[config.mk]
export PLATFORM = sky130hd
export DESIGN_NAME = adder_entry_sequencer
export DESIGN_NICKNAME = d
export VERILOG_FILES = /design/src/rtl/keyboard_adder_pkg.sv /design/src/rtl/bcd_adder_n.sv /design/src/rtl/adder_entry_sequencer.sv
export SDC_FILE = /design/constraint.sdc
export NUM_CORES = 1
export LEC_CHECK = 0
export CELL_PAD_IN_SITES_DETAIL_PLACEMENT = 0
export CELL_PAD_IN_SITES_GLOBAL_PLACEMENT = 2
export CORE_MARGIN = 2
export CORE_UTILIZATION = 36
export CTS_CLUSTER_DIAMETER = 150
export DETAILED_ROUTE_END_ITERATION = 6
export PLACE_DENSITY_LB_ADDON = 0.1
export SYNTH_ARGS = -nofsm -noshare
export SYNTH_HDL_FRONTEND = slang
export SYNTH_SLANG_ARGS = --single-unit
export TNS_END_PERCENT = 50
[constraint.sdc]
create_clock -name clk -period 6 [get_ports clk]
set_input_delay 0.6 -clock clk [delete_from_list [all_inputs] [get_ports clk]]
set_output_delay 0.6 -clock clk [all_outputs]
set_load 0.005 [all_outputs]
[src/rtl/keyboard_adder_pkg.sv]
// Shared definitions for the keypad decimal adder.
//   - key codes for the non-digit keys (digits are codes 0-9)
//   - sequencer state encoding
//   - default BCD code that blanks a display digit
package keyboard_adder_pkg;

    localparam logic [3:0] KEY_PLUS = 4'd10;
    localparam logic [3:0] KEY_EQ   = 4'd11;
    localparam logic [3:0] KEY_CLR  = 4'd12;
    localparam logic [3:0] KEY_BS   = 4'd13;

    localparam logic [3:0] DEFAULT_BLANK_CODE = 4'hF;

    typedef enum logic [1:0] {
        StEnterA = 2'd0,
        StEnterB = 2'd1,
        StCalc   = 2'd2,
        StShow   = 2'd3
    } seq_state_t;

endpackage

[src/rtl/bcd_adder_n.sv]
// Combinational ripple-carry BCD adder.
//   a_i, b_i : DIGITS packed BCD nibbles each, digit 0 in [3:0]
//   sum_o    : DIGITS+1 packed BCD nibbles; the top nibble is the final decimal carry (0 or 1)
module bcd_adder_n #(
    parameter int unsigned DIGITS = 2
) (
    input  logic [4*DIGITS-1:0]     a_i,
    input  logic [4*DIGITS-1:0]     b_i,
    output logic [4*(DIGITS+1)-1:0] sum_o
);

    always_comb begin : ripple
        logic [4:0] dsum;
        logic       carry;
        sum_o = '0;
        carry = 1'b0;
        dsum  = '0;
        for (int i = 0; i < int'(DIGITS); i++) begin
            dsum = {1'b0, a_i[4*i +: 4]} + {1'b0, b_i[4*i +: 4]} + {4'b0, carry};
            // Past 9 the binary digit sum skips the six unused codes; +6 wraps it back into BCD.
            if (dsum > 5'd9) begin
                sum_o[4*i +: 4] = dsum[3:0] + 4'd6;
                carry           = 1'b1;
            end else begin
                sum_o[4*i +: 4] = dsum[3:0];
                carry           = 1'b0;
            end
        end
        sum_o[4*DIGITS +: 4] = {3'b0, carry};
    end

endmodule

[src/rtl/adder_entry_sequencer.sv]
// Key-driven controller for the keypad decimal adder.
// Sequences operand A entry, operand B entry, a one-cycle BCD add and result display, and
// drives a packed BCD word (leading zeros blanked, digit 0 always shown) to the display driver.
//   clk       : system clock
//   clr       : synchronous active-high reset
//   key_valid : one-cycle strobe qualifying key_code
//   key_code  : 0-9 digit, 10 '+', 11 '=', 12 CLEAR, 13 BACKSPACE, 14-15 unused
//   disp_bcd  : packed BCD display word, digit 0 in [3:0], BLANK_CODE = off
//   sel_b     : high while operand B is being entered
//   state_o   : 0 ENTER_A, 1 ENTER_B, 2 CALC, 3 SHOW
//   sum_valid : one-cycle pulse when a new sum is latched
//   key_drop  : one-cycle pulse when a valid key is ignored
// All outputs are registered. Define ADDER_SEQ_BACKSPACE_EN to enable BACKSPACE editing;
// otherwise BACKSPACE is dropped like an unused code.
module adder_entry_sequencer
    import keyboard_adder_pkg::*;
#(
    parameter int unsigned DIGITS      = 2,
    parameter int unsigned DISP_DIGITS = 8,
    parameter logic [3:0]  BLANK_CODE  = DEFAULT_BLANK_CODE
) (
    input  logic                     clk,
    input  logic                     clr,
    input  logic                     key_valid,
    input  logic [3:0]               key_code,
    output logic [4*DISP_DIGITS-1:0] disp_bcd,
    output logic                     sel_b,
    output logic [1:0]               state_o,
    output logic                     sum_valid,
    output logic                     key_drop
);

    localparam int unsigned OP_W  = 4 * DIGITS;
    localparam int unsigned SUM_W = 4 * (DIGITS + 1);
    localparam int unsigned CNT_W = $clog2(DIGITS + 1);
    localparam logic [CNT_W-1:0] CNT_MAX = CNT_W'(DIGITS);

    seq_state_t             state_q, state_d;
    logic [OP_W-1:0]        a_q, a_d, b_q, b_d;
    logic [CNT_W-1:0]       cnt_a_q, cnt_a_d, cnt_b_q, cnt_b_d;
    logic [SUM_W-1:0]       sum_q, sum_d, add_sum, disp_val;
    logic                   drop_d, sum_valid_d, is_digit;
    logic [4*DISP_DIGITS-1:0] disp_q;
    logic                   sel_b_q, sum_valid_q, drop_q;

    // Right-aligns a value on the display, blanking leading zeros and unused upper positions.
    function automatic logic [4*DISP_DIGITS-1:0] blank_fmt(input logic [SUM_W-1:0] val);
        logic [4*DISP_DIGITS-1:0] r;
        logic                     lead;
        r    = {DISP_DIGITS{BLANK_CODE}};
        lead = 1'b1;
        for (int i = int'(DIGITS); i >= 0; i--) begin
            if (lead && (val[4*i +: 4] == 4'd0) && (i != 0)) begin
                r[4*i +: 4] = BLANK_CODE;
            end else begin
                lead        = 1'b0;
                r[4*i +: 4] = val[4*i +: 4];
            end
        end
        return r;
    endfunction

    bcd_adder_n #(
        .DIGITS (DIGITS)
    ) u_bcd_adder (
        .a_i   (a_q),
        .b_i   (b_q),
        .sum_o (add_sum)
    );

    assign is_digit = (key_code <= 4'd9);

    always_comb begin
        state_d     = state_q;
        a_d         = a_q;
        b_d         = b_q;
        cnt_a_d     = cnt_a_q;
        cnt_b_d     = cnt_b_q;
        sum_d       = sum_q;
        drop_d      = 1'b0;
        sum_valid_d = 1'b0;

        unique case (state_q)
            StEnterA: begin
                if (key_valid) begin
                    if (is_digit) begin
                        if (cnt_a_q == CNT_MAX) begin
                            drop_d = 1'b1;
                        end else begin
                            a_d     = (a_q << 4) | OP_W'(key_code);
                            cnt_a_d = cnt_a_q + 1'b1;
                        end
                    end else if (key_code == KEY_PLUS) begin
                        state_d = StEnterB;
                        b_d     = '0;
                        cnt_b_d = '0;
                    end
`ifdef ADDER_SEQ_BACKSPACE_EN
                    else if ((key_code == KEY_BS) && (cnt_a_q != '0)) begin
                        a_d     = a_q >> 4;
                        cnt_a_d = cnt_a_q - 1'b1;
                    end
`endif
                    else begin
                        drop_d = 1'b1;
                    end
                end
            end
            StEnterB: begin
                if (key_valid) begin
                    if (is_digit) begin
                        if (cnt_b_q == CNT_MAX) begin
                            drop_d = 1'b1;
                        end else begin
                            b_d     = (b_q << 4) | OP_W'(key_code);
                            cnt_b_d = cnt_b_q + 1'b1;
                        end
                    end else if (key_code == KEY_EQ) begin
                        state_d = StCalc;
                    end
`ifdef ADDER_SEQ_BACKSPACE_EN
                    else if ((key_code == KEY_BS) && (cnt_b_q != '0)) begin
                        b_d     = b_q >> 4;
                        cnt_b_d = cnt_b_q - 1'b1;
                    end
`endif
                    else begin
                        drop_d = 1'b1;
                    end
                end
            end
            StCalc: begin
                state_d     = StShow;
                sum_d       = add_sum;
                sum_valid_d = 1'b1;
                drop_d      = key_valid;
            end
            StShow: begin
                if (key_valid) begin
                    if (is_digit) begin
                        state_d = StEnterA;
                        a_d     = OP_W'(key_code);
                        cnt_a_d = CNT_W'(1);
                        b_d     = '0;
                        cnt_b_d = '0;
                    end else begin
                        drop_d = 1'b1;
                    end
                end
            end
        endcase

        // CLEAR overrides everything above, including completion of CALC.
        if (key_valid && (key_code == KEY_CLR)) begin
            state_d     = StEnterA;
            a_d         = '0;
            b_d         = '0;
            cnt_a_d     = '0;
            cnt_b_d     = '0;
            sum_d       = '0;
            drop_d      = 1'b0;
            sum_valid_d = 1'b0;
        end
    end

    // Display follows the next state so it updates together with the accepting key.
    always_comb begin
        unique case (state_d)
            StEnterA: disp_val = {4'h0, a_d};
            StEnterB: disp_val = {4'h0, b_d};
            default:  disp_val = sum_d;
        endcase
    end

    always_ff @(posedge clk) begin
        if (clr) begin
            state_q     <= StEnterA;
            a_q         <= '0;
            b_q         <= '0;
            cnt_a_q     <= '0;
            cnt_b_q     <= '0;
            sum_q       <= '0;
            disp_q      <= blank_fmt('0);
            sel_b_q     <= 1'b0;
            sum_valid_q <= 1'b0;
            drop_q      <= 1'b0;
        end else begin
            state_q     <= state_d;
            a_q         <= a_d;
            b_q         <= b_d;
            cnt_a_q     <= cnt_a_d;
            cnt_b_q     <= cnt_b_d;
            sum_q       <= sum_d;
            disp_q      <= blank_fmt(disp_val);
            sel_b_q     <= (state_d == StEnterB);
            sum_valid_q <= sum_valid_d;
            drop_q      <= drop_d;
        end
    end

    assign disp_bcd  = disp_q;
    assign sel_b     = sel_b_q;
    assign state_o   = state_q;
    assign sum_valid = sum_valid_q;
    assign key_drop  = drop_q;

endmodule

==> results.md, run 1 <==
Status:
- The flow ran to the end, and the final reports show no timing, DRC or antenna violations.

Timing:
- The final critical path time including I/O delays and setup is about 4400 ps.
- At the pin with the least slew margin, the transition time is approximately 620 ps.
- The maximum clock skew at final layout is between 6 and 7 ps.
- Setup repair after global routing left no endpoint under its margin.
- The worst slew margin relative to its limit is between 50% and 60%.
- Hold timing on the final database bottoms out at a slack of 478 ps.
- The number of setup violations in the final report is 0.
- The upper clock frequency limit is between 200 and 250 MHz.
- Dividing the final minimum period by the clock period gives about three quarters.
- The worst path meets setup with 1580 ps of slack.
- For the final routed database, the setup TNS stands at 0 ps.
- The number of max-slew violations in the final report was 0.
- The hold violation count in the final report is 0.

Synthesis:
- In the synthesized netlist the async set-or-reset flop fraction comes to 0%.
- Counting distinct cell types in the post-synthesis netlist gives between 70 and 80.
- The Yosys step of the flow raised 0 warnings.
- Synthesis handed over a netlist of between 300 and 400 instances.
- Ranked by total cell area, the synthesized netlist is headed by dfxtp_1 (32%), ha_1 (6.1%), buf_4 (5.4%).
- A synthesized cell averages about 9 µm².
- The most used flip-flop cell after synthesis is dfxtp_1.
- After synthesis, the largest area contributor takes up between 30% and 40% of total cell area.
- Of the synthesized area, sequential elements account for about a third.
- The synthesized area is around 0.0031 mm².
- After synthesis the netlist holds a flip-flop and latch count of between 40 and 50.
- Yosys mapped a number of flops with a built-in enable equal to 0.
- The cell taking the most area after synthesis is dfxtp_1.

Final layout:
- The sequential cells in the finished layout cover a total of around 980 µm².
- The non-filler instance count after layout is ~460.
- Relative to the synthesized area, the layout overhead comes to 9.30%.
- The number of antenna diodes in the final layout is 0.
- The filler cell count is approximately 840.
- The final layout contains about 380 nets.
- The fraction of final layout cells sized beyond drive strength 1 is a little under an eighth.
- The multi-input combinational cell area is 0.00181 mm².

Clock network:
- In this run the deepest clock path goes through 2 buffers.
- The root buffer cell is clkbuf_8.
- The clock net in this run drives a total of about 50 sinks.
- Post-CTS timing repair inserted 0 buffers for setup.
- The source-to-sink clock delay at the later pin of the worst-skew pair is between 300 and 400 ps.
- Clock-pin slew was measured on the worst setup and hold paths at 100 ps.
- Once the clock tree was built, the resizer swapped 0 gates to a different size.
- The number of clock buffers inserted by TritonCTS is 5.
- The H-tree level count is 2.
- The clock tree from TritonCTS is built.
- The cts-stage hold buffer count is 0.

Placed design:
- The worst slack after detailed placement is approximately 1600 ps.
- The count of buffers added on input and output ports is 23.
- The number of placed instances, taps included, is approximately 460.
- The placed wire-length estimate is around 5900 µm.
- Routability-driven placement finished with a final weighted congestion of 0.819.

Routing:
- The post-detailed-route count of antenna-violating nets is 0.
- The detail-routed via count per cell is about 5.4.
- The number of DRC markers in iteration 0 is 112.
- The via count is 2499.
- The routed design has about 8000 µm of wire.
- The iteration count of the initial detailed-routing pass is 4.
- The DRC violation count after routing is 0.
- Detailed routing placed a total of approximately 430 µm of wire on met3.
- The highest layer used for signal routing is met4.
- The detailed router put a total of around 3800 µm of wire on met1.
- Summed over all nets, wire length on met2 after detailed routing comes to around 3600 µm.
- The detail-routed net length per standard cell is 17.2 µm.

Critical path:
- By startpoint and endpoint, the worst setup path is classified as flip-flop to flip-flop.
- The endpoint arrival time on the critical path is approximately 4700 ps.
- The endpoint of the lowest-slack register-to-register path is disp_bcd[4].
- For flop-to-flop paths, the worst setup slack is roughly 1600 ps.
- At the worst endpoint, the required time is approximately 6300 ps.
- The worst setup path is launched from a flip-flop.
- The worst setup path is captured at a flip-flop.
- The worst register-to-register path begins at a_q[0].
- The critical path startpoint is a_q[0].
- Measured in cells, the most critical reg-to-reg path has a length of 17.
- The maximum fanout along the worst path is 4.

Hold path:
- For hold timing, the worst endpoint is disp_bcd[8].
- The hold path startpoint is sum_q[8].
- The depth of the worst hold-timing path is 2.
- In this run the worst hold path is classified as flip-flop to flip-flop.

Die:
- The floorplan step set the die height to 96.3 µm.
- The floorplan step set the die width to between 90 and 100 µm.
- The I/O pin count is 44.
- The starting utilization of the core area is about 37%.
- The row count is 33.
- The floorplan step defined a die boundary enclosing 0.00927 mm².
- The total core area is between 0.008 and 0.009 mm².

Power and ir drop:
- Per report_power, the clock group accounts for roughly 33% of the total.
- The design draws between 0.6 and 0.7 mW.
- The combinational share of power is between 10% and 20%.
- The worst-case IR drop observed on VDD is between 0.00009 and 0.0001 V.
- The switching power is 0.182 mW.
- In this run switching power makes up 28.7% of total power.
- The analysis attributes to cell leakage a power of between 1 and 1.5 nW.
- The register share of total power is 53.0%.
- The power density of the placed cells is 190 mW/mm².
- The internal power component is 0.454 mW.

Global routing:
- Entering global routing, the biggest net connects 31 pins.
- The all-layer global routing usage is roughly 18%.
- The final global-route overflow total is 0.
- The number of global-route vias before repair was about 2300.
- The initial antenna violation count is 0.
- The global-route wire length before repair is between 10000 and 15000 µm.

Job:
- The max-cap check violation count is 0.
[through the flow]
step	instance area (µm²)	util, %
finish	3350	40.8
global route	3350	40.8
CTS	3350	40.8
detailed placement	3260	39.6
global placement	3260	39.6
floorplan	3140	-
[flip-flops by register name (all words and copies together) (netlist names)]
signal     cells
a_q            8
cnt_a_q        2
disp_bcd      12
cnt_b_q        2
sum_q         12
key_drop       1
b_q            8
state_o        2
sel_b          1
sum_valid      1
[final cells by class]
type	count	area share [%]
Inverter	21	2.35
Multi-Input combinational cell	255	54.1
Sequential cell	49	29.3
Clock inverter	3	0.784
Tap cell	105	3.92
Clock buffer	5	2.05
Timing Repair Buffer	26	7.54
[power by group through the flow]
stage	registers (mW)	clock network (mW)	logic (mW)
finish	0.337	0.210	0.0891
global placement	0.345	0	0.0889
CTS	0.337	0.219	0.0885
floorplan	0.344	0	0.0709
global route	0.338	0.233	0.0985
detailed placement	0.345	0	0.0881
[cell families (layout without fill, tap and decap cells)]
logic type / after synthesis / in the layout / share of synthesized area, %
AOI/OAI and AO/OA: 100 / 100 / 26.6
xor gates and xnor gates: 4 / 4 / 1.14
adders and majority gates: 18 / 18 / 8.08
buffers and inverters: 55 / 55 / 11.2
DFF: 49 / 49 / 32.0
muxes: 5 / 5 / 1.63
other: 1 / 20 / 0.122
and+or+nand+nor: 108 / 108 / 19.2
[Yosys cell counts, types with 7 or more instances]
library cell	number
and2_1	10
a21oi_1	10
nor2_1	41
ha_1	15
nor3_1	11
a22oi_1	14
inv_1	20
buf_4	22
nand2_1	16
a31oi_1	7
dfxtp_1	49
a21o_1	7
[cells in the final DEF, fill, tap and decap left out, drive strengths merged, types with 3 or more instances in the layout]
master,count
nand2,17
nand3,5
o221ai,4
mux2i,5
a21o,7
inv,22
conb,20
nor3,11
clkdlybuf4s50,23
o21ai,10
a22oi,17
buf,3
nor2b,5
xnor2,3
a211o,4
a211oi,5
and2,11
a21oi,13
a31oi,7
nand3b,3
fa,3
dfxtp,49
o21a,3
clkbuf,5
nor2,41
a221oi,3
ha,15
[worst max-delay path: stages (launching register included)]
cell and delay, ps:
dfxtp_1 380, ha_1 190, inv_1 60, fa_1 390, xor2_1 310, nand2_1 170, a211oi_4 320, fa_1 240
inv_1 50, fa_1 400, xnor2_1 200, ha_1 240, a22oi_1 300, nand3_2 160, a21bo_2 240, a211o_1 270
a22oi_1 250, a221o_1 190
[worst max path at each step]
stage | to
global placement | disp_bcd[5]
finish | disp_bcd[4]
CTS | disp_bcd[5]
detailed placement | disp_bcd[5]
global route | disp_bcd[5]
floorplan | disp_bcd[5]
[routing by layer]
layer  track usage [%]  vias to the layer above
met3              3.13                        6
met4              3.64                        0
met2              29.4                       66
met1              25.6                     1200
met5                 0                        -
li1                  -                     1227
Power figures use the tool's default switching activity.
==> inputs of run 2 (changes only) <==
--- a/config.mk
+++ b/config.mk
@@ -8,7 +8,7 @@
 export CELL_PAD_IN_SITES_DETAIL_PLACEMENT = 0
 export CELL_PAD_IN_SITES_GLOBAL_PLACEMENT = 2
 export CORE_MARGIN = 2
-export CORE_UTILIZATION = 36
+export CORE_UTILIZATION = 34
 export CTS_CLUSTER_DIAMETER = 150
 export DETAILED_ROUTE_END_ITERATION = 6
 export PLACE_DENSITY_LB_ADDON = 0.1
==> constraint.sdc (replaced) <==
create_clock -name clk -period 4.4 [get_ports clk]
set_input_delay 0.44 -clock clk [delete_from_list [all_inputs] [get_ports clk]]
set_output_delay 0.44 -clock clk [all_outputs]
set_load 0.005 [all_outputs]
==> run 2 against run 1 <==
- global-route usage shrank 1.2 points
- worst hold slack gained 16 ps
- clock skew grew 0.90 ps
- total power grew 37%
- sequential share of layout area shrank 0.57 points
- non-clock buffer count grew 3
- critical endpoint unchanged
==> results.md, run 2 (same netlist as run 1, synthesis figures left out) <==
Status:
- The flow ran to the end, and the final reports show no timing, DRC or antenna violations.

Timing:
- The tightest hold margin is 495 ps (+16.3 ps).
- The final critical path time including I/O delays and setup is 4110 ps (-317 ps).
- The worst slew margin relative to its limit is 52.0% (-6.2 points).
- The number of max-slew violations in the final report is 0 (unchanged).
- The final period utilization is 93.3% (+20 points).
- The transition at the pin with the smallest max-transition slack was 719 ps (+93.9 ps).
- The setup slack of the critical path after layout is 293 ps (-1280 ps).
- The upper clock frequency limit is 244 MHz (+7.7%).
- The hold violation count in the final report is 0 (unchanged).
- The number of setup violations in the final report is 0 (unchanged).
- The maximum clock skew at final layout is 7.30 ps (+0.897 ps).

Final layout:
- The fraction of the core area covered by cells at the end of the flow is 39.3% (-1.5 points).
- In the layout the commonest cells are dfxtp_1 (48), nor2_1 (41), clkdlybuf4s50_1 (23).
- The leading cell type in the layout, fill and taps excluded is dfxtp_1.
- The antenna cell count is 0 (unchanged).
- The net total in the final layout came to 386 (+0.78%).
- Compared with the post-synthesis result, the final layout area differs by 11.6%.
- The non-filler instance count after layout is 470 (+1.3%).
- The fraction of final layout cells sized beyond drive strength 1 came to 14.6% (+2.9 points).
- The filler cell count is 914 (+8.7%).
- The area of all placed cells without fillers is 0.00342 mm² (+2.1%).

Critical path:
- The endpoint arrival time on the critical path came to 4370 ps (-310 ps).
- STA classifies the critical path startpoint as a flip-flop.
- The maximum fanout along the worst path was 4 (unchanged).
- The worst setup path is of the flip-flop to flip-flop kind.
- The most frequent cell on the critical path is fa_1.
- The required time of the worst setup path is 4660 ps (-1590 ps).
- The delay contributed by the slowest stage of the critical path is 420 ps (+20 ps).
- In this design, the largest share of critical-path delay is due to adder cells.
- The nature of the critical path endpoint is a flip-flop.
- The number of buffer and inverter instances along the worst setup path was 2 (unchanged).
- The slowest library cell on the worst path is fa_1.
- Traced cell by cell, the critical path runs through ha_1, inv_1, fa_1, xor2_2, nand2_1, a211oi_4, fa_1, inv_1, fa_1, xnor2_2, ha_1, a22oi_2, nand3_2, a21bo_2, a211o_1, a22oi_2, a221o_1.

Routing:
- The post-detailed-route count of antenna-violating nets is 0 (unchanged).
- The via count is 2488 (-0.44%).
- The number of DRC markers in iteration 0 is 125 (+12%).
- The iteration count of the initial detailed-routing pass came to 4 (unchanged).
- The DRC violation count after routing is 0 (unchanged).
- The detail-routed via count per cell is 5.29 (-1.7%).
- The final wirelength is 8020 µm (+0.72%).
- The detail-routed net length per standard cell is 17.1 µm (-0.57%).

Placed design:
- The area of placed instances is 0.00328 mm² (+0.58%).
- The number of buffer cells added on primary ports is 23 (unchanged).
- The number of placed instances, taps included is 461 (+1.1%).
- The worst slack after detailed placement is 31.1 ps (-1590 ps).
- The placed wire-length estimate is 6120 µm (+4.3%).
- The weighted congestion reported at the end of routability-driven placement is 0.774 (-5.6%).

Global routing:
- The largest net degree at the start of global routing is 20 (-35%).
- The number of global-route vias before repair is 2426 (+4.3%).
- The all-layer global routing usage was 17.0% (-1.2 points).
- The met3 layer usage reported by global route is 2.34% (-0.79 points).
- The met1 track utilization from global routing is 24.8% (-0.87 points).
- The initial antenna violation count came to 0 (unchanged).
- The global-route wire length before repair is 13200 µm (+3.9%).
- The final global-route overflow total came to 0 (unchanged).
- The met2 track demand over resource is 26.6% (-2.8 points).
- The global routing stage identified its most utilized layer as met2.

Die:
- The I/O pin count is 44 (unchanged).
- The die extent in y is 99.0 µm (+2.8%).
- The chip width is 99.0 µm (+2.8%).
- The row count is 34 (+3.0%).
- The total core area came to 0.00872 mm² (+6.1%).
- The area of the die is 0.00980 mm² (+5.6%).
- The starting utilization of the core area is 35.2% (-2.2 points).

Clock network:
- The clock-pin slew on the worst setup and hold paths was 100 ps (about the same).
- The cts-stage hold buffer count is 0 (unchanged).
- The H-tree level count came to 2 (unchanged).
- The clock tree from TritonCTS is built.
- The source-to-sink clock delay at the later pin of the worst-skew pair is 310 ps (about the same).
- The number of clock buffers inserted by TritonCTS came to 5 (unchanged).
- The maximum count of clock buffers along a single path is 2 (unchanged).
- The number of sinks handled by clock tree synthesis was 49 (unchanged).
- Clock tree synthesis selected as its root buffer the cell clkbuf_8.

Power and ir drop:
- The standby leakage power is 1.35 nW (+1.6%).
- The power density of the placed cells is 255 mW/mm² (+34%).
- The worst ir drop on vdd was 0.000103 V (+9.4%).

Job:
- The max-cap check violation count is 0 (unchanged).

Hold path:
- The kind of path behind the tightest hold check is flip-flop to flip-flop.
run 2: cell types whose count changed in the layout (fill, tap and decap cells not counted), sizes merged:
cell	change
buf	+3
run 2: worst register-to-register path, stage by stage (launching register included):
cell and delay, ps:
dfxtp_1 380, ha_1 180, inv_1 50, fa_1 420, xor2_2 190, nand2_1 130
a211oi_4 250, fa_1 230, inv_1 60, fa_1 420, xnor2_2 210, ha_1 240
a22oi_2 230, nand3_2 160, a21bo_2 250, a211o_1 280, a22oi_2 220, a221o_1 160
run 2: where the power goes:
group / internal, mW / switching, mW / total, mW / leakage [nW]
Clock: 0.116 / 0.172 / 0.288 / 0.0423
Sequential: 0.454 / 0.00619 / 0.460 / 0.397
Combinational: 0.0514 / 0.0726 / 0.124 / 0.909
run 2: metal layers:
layer  vias to the layer above  wire length (µm)  part of all wire [%]
met5                         -                 0                     0
met4                         0                98                   1.2
met3                         9               278                   3.5
met2                        51              3570                    44
met1                      1190              4070                    51
li1                       1238                 -                     -
run 2: worst paths after layout:
check,start,end,slack [ps],cells after the start
max,b_q[0],disp_bcd[4],290,17
min,sum_q[1],sum_q[1],490,2
max reg2reg,b_q[0],disp_bcd[4],290,17
min reg2reg,sum_q[1],sum_q[1],490,2
run 2: stage by stage:
stage	TNS [ps]	total power [mW]
after global placement	0	0.593
after detailed placement	0	0.591
after global routing	-14.2	0.921
after CTS	0	0.884
final	0	0.872
after floorplan	0	0.566
run 2: final cells by class:
cell class                 instances  area (µm²)  area share, %
sequential                        49         982           28.7
tap                              108         135           3.95
clock inverter                     3        26.3          0.768
multi-input combinational        255        1860           54.2
clock buffer                       5        68.8           2.01
inverter                          21        78.8           2.30
timing repair buffer              29         275           8.04
run 2: timing repair:
| action | 4_1_cts | 5_1_grt |
|---|---|---|
| endpoints found under the setup margin | 0 | 7 |
| resized for setup | 0 | 8 |
| buffers inserted | 0 | 1 |
| endpoints found under the hold margin | 0 | 0 |
